## config.mk

```make
export PLATFORM = sky130hd
export DESIGN_NAME = pipeline_stage_reg
export DESIGN_NICKNAME = d
export VERILOG_FILES = /design/src/rtl/pipeline_stage_reg.sv
export SDC_FILE = /design/constraint.sdc
export NUM_CORES = 1
export LEC_CHECK = 0
export BUFFER_PORTS_ARGS = -buffer_cell sky130_fd_sc_hd__buf_2
export CORE_ASPECT_RATIO = 1.25
export CORE_MARGIN = 2
export CORE_UTILIZATION = 55
export DETAILED_ROUTE_END_ITERATION = 8
export PLACE_DENSITY = 0.8
export SYNTH_ARGS = -nofsm -noshare
export SYNTH_HDL_FRONTEND = slang
export SYNTH_SLANG_ARGS = --single-unit
```

## constraint.sdc

```tcl
create_clock -name CLK -period 4.2 [get_ports CLK]
set_clock_uncertainty 0.1 [all_clocks]
set_input_delay 0 -clock CLK [delete_from_list [all_inputs] [get_ports CLK]]
set_output_delay 0 -clock CLK [all_outputs]
set_load 0.01 [all_outputs]
```

## src/rtl/pipeline_stage_reg.sv

```systemverilog
// Inter-stage pipeline register: valid/ready handshake, optional two-entry skid
// buffer, flush to a bubble value and a global hold.
module pipeline_stage_reg #(
  parameter int                 DATA_W    = 64,
  parameter int                 SKID      = 1,
  parameter logic [DATA_W-1:0]  FLUSH_VAL = '0
) (
  input  logic              CLK,
  input  logic              RST,
  input  logic              in_valid,
  output logic              in_ready,
  input  logic [DATA_W-1:0] in_data,
  output logic              out_valid,
  input  logic              out_ready,
  output logic [DATA_W-1:0] out_data,
  input  logic              flush,
  input  logic              hold,
  output logic [1:0]        occupancy
);

  // Encoding equals the number of valid entries, so occupancy is the state itself.
  typedef enum logic [1:0] {
    EMPTY = 2'd0,
    ONE   = 2'd1,
    TWO   = 2'd2
  } state_e;

  state_e            state_q;
  logic [DATA_W-1:0] main_q;
  logic [DATA_W-1:0] skid_q;

  logic main_v;
  logic skid_v;
  logic ix;
  logic ox;

  assign main_v = (state_q != EMPTY);
  assign skid_v = (state_q == TWO);

  // Handshake: a payload moves on a side only in a cycle where that side's
  // valid and ready are both high at the rising edge; valid must not depend
  // on ready, and hold forces both ready and valid low so nothing moves.
  // A flush cycle counts as no transfer on either side.
  generate
    if (SKID != 0) begin : g_skid
      assign in_ready = ~skid_v & ~hold;
    end else begin : g_noskid
      assign in_ready = (~main_v | out_ready) & ~hold;
    end
  endgenerate

  assign out_valid = main_v & ~hold;
  assign out_data  = main_q;
  assign occupancy = state_q;

  assign ix = in_valid & in_ready;
  assign ox = out_valid & out_ready;

  always_ff @(posedge CLK or posedge RST) begin
    if (RST) begin
      state_q <= EMPTY;
      main_q  <= FLUSH_VAL;
      skid_q  <= FLUSH_VAL;
    end else if (flush) begin
      state_q <= EMPTY;
      main_q  <= FLUSH_VAL;
      skid_q  <= FLUSH_VAL;
    end else begin
      case (state_q)
        EMPTY: begin
          if (ix) begin
            main_q  <= in_data;
            state_q <= ONE;
          end
        end
        ONE: begin
          if (ix && ox) begin
            main_q <= in_data;
          end else if (ix) begin
            // Only reachable with SKID=1: with SKID=0 an IX in ONE implies OX.
            skid_q  <= in_data;
            state_q <= TWO;
          end else if (ox) begin
            state_q <= EMPTY;
          end
        end
        TWO: begin
          if (ox) begin
            main_q  <= skid_q;
            state_q <= ONE;
          end
        end
        default: state_q <= EMPTY;
      endcase
    end
  end

endmodule

```

; ---- Word level (Yosys, flattened, before mapping)
; Index checks and enable logic that the tools add are counted.
[totals]
reg_bits = 130
in_bits = 70
out_inout_bits = 68
word_cells = 41
[classes]
eq_ne = 8
n_mux = 15
bitwise_logic = 6
n_reduce_logical = 9
[op_table]
columns = operator, count
row1 = $mux 64, 7
row2 = $pmux 64 s3, 1
row3 = $mux 2, 6
row4 = $ne 3x3->1 const B, 3
row5 = $reduce_and 4->1, 2
row6 = $pmux 2 s3, 1
row7 = $reduce_bool 2->1, 3
row8 = $and 1x1->1, 4
row9 = $ne 4x4->1 const B, 1
row10 = $reduce_bool 4->1, 1
row11 = $ne 3x2->1 const B, 1
row12 = $reduce_and 3->1, 1
row13 = $eq 2x1->1 const B, 1
row14 = $eq 2x2->1 const B, 1
row15 = $logic_not 2->1, 1
row16 = $ne 2x2->1 const B, 1
row17 = $not 1->1, 2
row18 = $logic_and 1x1->1, 1

; ---- Longest topological paths before layout
; Gate-level depths: netlist of run 1.
[depth]
word_depth = 8
ltp_mapped = 6

; ---- Worst setup path before layout of run 1
; OpenSTA, ideal clock, no wires.
[synth_timing]
kind = register to register
startpoint = register state_q[1], in the netlist occupancy[1]
endpoint = register main_q[0], in the netlist out_data[0]
arrival_ps = 1398
path_stages_with_launch = 6
slack_ps = 2552
t_required_ps = 3950
cell_sequence = dfrtp_1 -> mux2_4 -> buf_4 -> buf_6 -> a211oi_1 -> a211oi_2
[synth_between]
elab_chain_cells = 7
word_cells_on_any_way = 17
[synth_lines]
columns = element, line
row1 = start: declaration, 28  ; state_e state_q;
row2 = start signal: assignment, 61  ; state_q <= EMPTY;
row3 = start signal: assignment, 65  ; state_q <= EMPTY;
row4 = start signal: assignment, 73  ; state_q <= ONE;
row5 = $eq 2x2->1, "38, 69"
row6 = $not 1->1, 46  ; assign in_ready = ~skid_v & ~hold;
row7 = $and 1x1->1, 46
row8 = $and 1x1->1, 56  ; assign ix = in_valid & in_ready;
row9 = $logic_and 1x1->1, 77  ; if (ix && ox) begin
row10 = $ne 3x3->1 (no source line), n/a
row11 = $reduce_and 4->1 (no source line), n/a
row12 = end signal: assignment, 72  ; main_q <= in_data;
row13 = end signal: assignment, 78  ; main_q <= in_data;
row14 = end signal: assignment, 89  ; main_q <= skid_q;
row15 = end: declaration, 29  ; logic [DATA_W-1:0] main_q;
; Several ways; a longest one is shown, not always the timed one.
; A chain may end at the register's enable or synchronous reset.

; ---- Worst setup path in the final report of run 1
[layout_timing]
startpoint = register state_q[0], in the netlist occupancy[0]
endpoint = register state_q[1], in the netlist occupancy[1]
[layout_between]
elab_chain_cells = 8
word_cells_on_any_way = 19
[layout_lines]
columns = element, line
row1 = $eq 2x2->1, "38, 69"
row2 = $not 1->1, 46
row3 = $and 1x1->1, 46
row4 = $and 1x1->1, 56
row5 = $mux 2, 79  ; end else if (ix) begin
row6 = $mux 2, 77
row7 = $pmux 2 s3, 69  ; case (state_q)
row8 = $mux 2, 64  ; end else if (flush) begin
; Several ways; a longest one is shown, not always the timed one. The select of a mux whose other input is x is not followed.

==> results by group, run 1 <==
Synthesis
  – Synth warn: 0
  – Synthesized area per cell: 13.7 µm²
  – Fraction of registers with async set/reset: 100%
  – Post-Synthesis Cells: 464
  – Synth top area share: between 50 and 60%
  – Main synth FF type: dfrtp_1
  – Post-synth EDFFs: 0
  – Syn nets: 534
  – Yosys reg bits: 130
  – Count leader, synth: dfrtp_1
  – Ranking of synthesized cells by area: dfrtp_1 (51%), a211oi_2 (12%), mux2i_1 (10%), a22o_1 (8.8%), a211oi_1 (8.0%)
  – Netlist cell types: 24
  – Yosys top cell by area: dfrtp_1
  – Proportion of synthesized chip area in sequential cells: 51.3%
  – Mapped Area: 6350 µm²
  – Commonest cells in the netlist: dfrtp_1 (130), a211oi_1 (68), a22o_1 (64), mux2i_1 (64), a211oi_2 (60)

STA
  – Setup tns final: 0 ns
  – Period Utilization, post-route: 64.9%
  – Slew Viols, Final: 0
  – Rel. slew slack: 21.3%
  – Final Hold Viols: 0
  – Unrepaired setup endpoints after global routing: false
  – Setup ws final: 1.47 ns
  – Fmax: 0.367 GHz
  – Final setup viols: 0
  – Tmin final: between 2 and 3 ns
  – Slew @ Worst Pin: roughly 1.2 ns

GRT
  – First-pass GRT wire length: 25900 µm
  – Largest net degree at the start of global routing: 68
  – Vias in the first global route: between 5000 and 6000
  – All-Layer GR Usage: 26.8%
  – Initial antenna violation count: 0
  – GRT overflow: 0

Drt
  – DR iter-0 viols: about 350
  – Via density: 6.20
  – Via count: 4894
  – Routed WL: approximately 16000 µm
  – Number of remaining DRC errors: 0
  – DRT Pass-1 Iters: 5
  – Antenna-violating nets left: 0
  – Detail-routed net length per standard cell: 20.5 µm

Worst setup path
  – Worst EP arrival: 2.88 ns
  – Required @ worst endpoint: 4.35 ns
  – WP buf/inv: 1
  – Critical-path top delay cell: nand2b_2
  – Slowest cell delay on critical path: 0.99 ns
  – CP Max Fanout: 35
  – CP cell instances: nand2b_2, o22ai_1, dlygate4sd3_1, nor2b_1
  – CP Class: reg -> reg
  – Critical Path Source Type: register
  – Endpoint type of the worst setup path: register
  – Worst path top cell family by delay: simple AND/OR/NAND/NOR gates

Pwr
  – Int Pwr: 2.56 mW
  – Reg power frac: 39.8%
  – Max VDD drop: 0.000241 V
  – Total leakage power: 3.88 nW
  – NetSw: 0.851 mW
  – Clock power share: 46.1%
  – Power Density: 419 nW/µm²
  – Switching Fraction: 24.9%
  – Post-layout power: approximately 3.4 mW
  – Combinational share of power: 14.1%

Place
  – GPL Wtd Cong: 0.783
  – DP HPWL: 8980 µm
  – PortBufs: between 100 and 150
  – Dpl ws: 1.68 ns

Clock tree
  – Clock buffer depth: 2
  – Total CTS buffers: 17
  – Post-CTS setup buffers: 0
  – Clock-pin transition on the worst setup and hold timing paths: 0.06 ns
  – Clock tree from TritonCTS: built
  – Clock latency on the worst-skew pair: 0.41 ns
  – Clk sinks: 130
  – Hold Buf Count CTS: 69
  – Clock root cell: clkbuf_16
  – Cts repair resizes: 0
  – H-tree Lvls: 4

Floorplanning
  – Core area: 11200 µm²
  – Die Span Y: 124 µm
  – Row count: 43
  – Starting Density: a little under three fifths
  – I/O Pins: 138
  – Die width: 100 µm
  – Die footprint: 12400 µm²

Finish
  – Layout area overhead: 28.4%
  – Nets: 710
  – Sequential cell area: 3250 µm²
  – FILL cells: 753
  – Area occupied by multi-input gates: 2650 µm²
  – Share of layout cells above drive strength 1: approximately 37%

Hold path
  – Hold/Removal Path Class: in -> reg

Flow run
  – MaxCap Viol Count: 0

Outcome
  – Outcome: completed
[metrics by stage]
stage	util (%)	std cells	hold WS, ns	cell area [µm²]
final	72.9	789	0.110	8150
after global routing	72.8	788	0.120	8150
after CTS	72.8	788	0.105	8150
after detailed placement	61.0	687	0.136	6830
after global placement	61.0	687	0.134	6830
after floorplan	-	464	-0.0525	6350
[cells in the final DEF, fill, tap and decap left out, types with 2 or more instances in the layout]
cell type      count
bufinv_16          4
clkbuf_16         17
buf_4              9
a22o_1            64
a211oi_1          68
buf_2            136
nor2b_1            3
dfrtp_1          130
clkinv_4           2
clkbuf_1           4
dlygate4sd3_1     69
clkbuf_8           3
a211oi_2          60
nor2_1             3
mux2i_1           64
[worst min-delay path, delay by kind of cell]
family	cells	cell delay, ns
AOI/OAI and AO/OA	2	0.49
buffers and inverters	1	0.08
[registers in the layout, indices dropped and copies added, names as in the netlist]
register   flops
occupancy      2
skid_q        64
out_data      64
[power groups by stage]
| stage | Clock (mW) | Sequential (mW) | Combinational (mW) |
|---|---|---|---|
| global route | 1.65 | 1.37 | 0.521 |
| finish | 1.58 | 1.36 | 0.481 |
| floorplan | 0 | 1.40 | 0.274 |
| CTS | 1.60 | 1.36 | 0.479 |
| detailed placement | 0 | 1.38 | 0.427 |
| global placement | 0 | 1.38 | 0.413 |
[final cells by class]
class,instances,share of cell area (%)
Sequential cell,130,39.9
Clock buffer,24,5.91
Inverter,1,0.0767
Antenna cell,1,0.0307
Clock inverter,8,1.84
Timing Repair Buffer,214,17.6
Tap cell,135,2.07
Multi-Input combinational cell,276,32.5
[kinds of logic (layout without fill, tap and decap cells)]
kind of cell           Yosys count  after routing  share of synthesized area, %
AO/OA/AOI/OAI                  197            197                          29.2
other                            0              1                             0
AND/OR/NAND/NOR                 13             13                          1.68
XOR/XNOR                         1              1                         0.138
flip-flops                     130            130                          51.3
multiplexers                    65             65                          10.3
buffers and inverters           58            247                          7.37
[worst paths after layout]
kind                                          startpoint                        to  slack (ns)  depth (start not counted)
worst max-delay path            occupancy[0]$_DFFE_PP0P_  occupancy[1]$_DFFE_PP0P_        1.47                          4
worst min-delay path                               flush    skid_q[47]$_DFFE_PP0P_        0.11                          3
worst max register to register  occupancy[0]$_DFFE_PP0P_  occupancy[1]$_DFFE_PP0P_        1.47                          4
worst min register to register    skid_q[35]$_DFFE_PP0P_    skid_q[35]$_DFFE_PP0P_        0.40                          1
max in group asynchronous                            RST     skid_q[3]$_DFFE_PP0P_        3.13                          4
min in group asynchronous                            RST  out_data[15]$_DFFE_PP0P_        0.30                          4
[routing by layer]
layer  global-route usage [%]  vias up  routed length [µm]
met2                     43.0      209                7820
met3                     6.34       47                1000
met5                        0        -                   0
met1                     34.9     2451                6870
met4                     11.6        0                 468
li1                         -     2187                   -
(Power assumes the default switching activity.)
==> inputs of run 2 (changes only) <==
- ABC_AREA: not set -> 1
- CORE_UTILIZATION: 55 -> 49
- PLACE_DENSITY: 0.8 -> 0.75
- clock period: 4.2 -> 2.4 ns (I/O delays scaled with it)
==> run 2 against run 1 <==
Compared with the run above: area after synthesis is 1.9% lower; wire length rose by 5.4%; count of clock-buffer cells in the layout rose by 3; global-route usage down 1.1 points; die area grew 9.7%; non-clock buffer count rose by 4; hold slack worse by 0.084 ns; sequential power rose by 90%; core utilization is 7.6 points lower; sequential cell count unchanged; total power increased by 87%.
==> results by group, run 2 <==
Synthesis
  – Fraction of registers with async set/reset: 100% (unchanged)
  – Proportion of synthesized chip area in sequential cells: 52.3% (+1.0 points)
  – Count leader, synth: nand2_1
  – Simple-Gate Fraction of Synth Area: 36.2% (+34 points)
  – Syn nets: 871 (+63%)
  – Post-Synthesis Cells: 801 (+73%)
  – Post-synth EDFFs: 0 (unchanged)
  – Yosys reg bits: 130 (unchanged)
  – Largest family of logic cells by synthesized area: simple AND/OR/NAND/NOR gates
  – Synth top area share: 52.3% (+1.0 points)
  – Mapped Area: 6220 µm² (-1.9%)
  – Post-Synth Adder-Cell Area: 0% (unchanged)
  – Ranking of synthesized cells by area: dfrtp_1 (52%), nand2_1 (24%), nand3_1 (9.6%), a21oi_1 (5.2%), buf_2 (2.3%)
  – Synth Area in Compound Gates: 5.39% (-24 points)
  – Synth warn: 0 (unchanged)
  – Synthesized area per cell: 7.77 µm² (-43%)
  – Yosys top cell by area: dfrtp_1
  – Mux cell area share after synthesis: 0% (-10 points)
  – Commonest cells in the netlist: nand2_1 (391), dfrtp_1 (130), nand3_1 (119)
  – Synth Area in XOR/XNOR: 0% (-0.14 points)
  – Netlist cell types: 19 (-21%)
  – Main synth FF type: dfrtp_1

GRT
  – Vias in the first global route: 5806 (+14%)
  – Met2 Resource Use GR: 42.0% (-1.1 points)
  – Global Route met3 Usage: 4.55% (-1.8 points)
  – First-pass GRT wire length: 28300 µm (+9.4%)
  – All-Layer GR Usage: 25.7% (-1.1 points)
  – Met1 usage: 33.4% (-1.5 points)
  – GRT overflow: 0 (unchanged)
  – Largest net degree at the start of global routing: 131 (+93%)
  – Most crowded layer after global routing: met2
  – Initial antenna violation count: 1 (+1)

STA
  – Fmax: 0.524 GHz (+43%)
  – Tmin final: 1.91 ns (-0.818 ns)
  – Setup tns final: 0 ns (unchanged)
  – Slew Viols, Final: 0 (unchanged)
  – Period Utilization, post-route: 79.5% (+15 points)
  – Rel. slew slack: 50.4% (+29 points)
  – Final Hold Viols: 0 (unchanged)
  – Final setup viols: 0 (unchanged)
  – Slew @ Worst Pin: 0.744 ns (-0.437 ns)
  – Unrepaired setup endpoints after global routing: false

Clock tree
  – Clock tree from TritonCTS: built
  – Clk sinks: 130 (unchanged)
  – Total CTS buffers: 17 (unchanged)
  – H-tree Lvls: 4 (unchanged)
  – Clock buffer depth: 2 (unchanged)
  – Clock root cell: clkbuf_16
  – Clock-pin transition on the worst setup and hold timing paths: 0.05 ns (about the same)
  – Clock latency on the worst-skew pair: 0.41 ns (about the same)

Pwr
  – Max VDD drop: 0.000441 V (+83%)
  – NetSw: 1.83 mW (+120%)
  – Power Density: 779 nW/µm² (+86%)
  – Post-layout power: 6.38 mW (+87%)
  – Clock power share: 39.2% (-6.9 points)
  – Switching Fraction: 28.7% (+3.8 points)
  – Combinational share of power: 20.3% (+6.2 points)
  – Reg power frac: 40.5% (+0.7 points)
  – Total leakage power: 4.52 nW (+16%)
  – Int Pwr: 4.55 mW (+77%)

Place
  – GPL Wtd Cong: 0.780 (-0.31%)
  – DP HPWL: 9210 µm (+2.6%)
  – PortBufs: 137 (unchanged)
  – Number of placed instances with taps included: 1059 (+54%)

Finish
  – Layout area overhead: 31.6%
  – Share of layout cells above drive strength 1: 20.5% (-17 points)
  – Final Instance Count excl. Fillers: 1158 (+47%)
  – Most common cell after layout, fill and taps aside: nand2_1
  – Most frequent cells in the layout: nand2_1 (390), buf_2 (137), dfrtp_1 (130)
  – Nets: 1046 (+47%)

Drt
  – DR iter-0 viols: 488 (+41%)
  – Antenna-violating nets left: 0 (unchanged)
  – Via density: 5.21 (-16%)
  – Routed WL: 17000 µm (+5.4%)
  – Via count: 6030 (+23%)
  – Detail-routed net length per standard cell: 14.7 µm (-28%)
  – DRT Pass-1 Iters: 5 (unchanged)
  – Number of remaining DRC errors: 0 (unchanged)

Worst setup path
  – Endpoint type of the worst setup path: register
  – Critical Path Source Type: register
  – Required @ worst endpoint: 2.64 ns (-1.71 ns)
  – CP Class: reg -> reg
  – CP Max Fanout: 65 (+86%)
  – Worst EP arrival: 2.15 ns (-0.73 ns)

Hold path
  – Hold/Removal Path Class: in -> reg

Floorplanning
  – Row count: 46 (+7.0%)
  – Starting Density: 49.6% (-7.1 points)
  – Die width: 105 µm (+4.7%)
  – Die Span Y: 130 µm (+4.8%)
  – Core area: 12500 µm² (+12%)
  – Die footprint: 13600 µm² (+9.7%)
  – I/O Pins: 138 (unchanged)

Flow run
  – MaxCap Viol Count: 0 (unchanged)

Outcome
  – Outcome: completed
-- run 2: changes by cell type after synthesis, moves of 6 or more --
cell,change
nand3_1,+119
a211oi_1,-68
nand2_1,+390
nand3_2,+11
a22o_1,-64
a21oi_1,+64
buf_6,-19
buf_2,+15
mux2i_1,-64
buf_1,+6
a211oi_2,-60
-- run 2: cell families (layout without fill, tap and decap cells) --
kind of cell	after synthesis	in the layout
other	0	1
buffers and inverters	71	259
flip-flops	130	130
AO/OA/AOI/OAI	67	67
AND/OR/NAND/NOR	533	533
-- run 2: path summary, 6_finish.rpt --
check | depth (start not counted) | slack [ns] | to | start
max | 8 | 0.49 | skid_q[12]$_DFFE_PP0P_ | occupancy[0]$_DFFE_PP0P_
min | 6 | 0.03 | occupancy[0]$_DFFE_PP0P_ | in_valid
max reg2reg | 8 | 0.49 | skid_q[12]$_DFFE_PP0P_ | occupancy[0]$_DFFE_PP0P_
min reg2reg | 2 | 0.36 | out_data[0]$_DFFE_PP0P_ | out_data[0]$_DFFE_PP0P_
max in group asynchronous | 4 | 1.47 | out_data[46]$_DFFE_PP0P_ | RST
min in group asynchronous | 4 | 0.24 | out_data[54]$_DFFE_PP0P_ | RST
-- run 2: critical path, stage by stage (launching register included) --
cell and delay, ns:
dfrtp_1 0.38, inv_2 0.12, nand2_2 0.09, inv_2 0.09, nor2_2 0.06, nand4_4 0.09
buf_4 0.59, nand3_1 0.18, nand2_1 0.12
-- run 2: layer usage --
layer  wire length, µm  share of wire, %
met5                 0                 0
met4               520               3.1
met3               901               5.3
met2              8330                49
met1              7280                43
-- run 2: timing repair --
item / 4_1_cts / 5_1_grt
buffers inserted: 0 / 0
hold endpoints to repair: 260 / 0
hold buffers: 66 / 0
resized for setup: 0 / 0
-- run 2: stage by stage --
step / setup WS [ns] / instance area, µm² / hold WS [ns] / utilization (%)
after global placement: 0.580 / 6960 / 0.112 / 55.5
after CTS: 0.526 / 8190 / 0.0206 / 65.3
final: 0.492 / 8190 / 0.0261 / 65.3
after detailed placement: 0.561 / 6960 / 0.117 / 55.5
after floorplan: 0.691 / 6230 / -0.0620 / -
after global routing: 0.329 / 8190 / 0.0704 / 65.3
-- run 2: layout make-up --
cell class	instances	area (µm²)
multi-input cells	600	2600
flip-flops and latches	130	3250
well taps	168	210
clock inverters	5	75.1
clock buffers	27	493
diodes	1	2.50
repair buffers	218	1520
inverters	9	37.5
fillers	1095	4360
-- run 2: power groups by stage --
stage / clock network [mW] / registers (mW) / logic, mW
4_1_cts: 2.53 / 2.58 / 1.29
3_5_place_dp: 0 / 2.61 / 1.21
5_1_grt: 2.61 / 2.62 / 1.44
2_1_floorplan: 0 / 2.70 / 0.658
3_3_place_gp: 0 / 2.62 / 1.19
6_report: 2.50 / 2.59 / 1.30
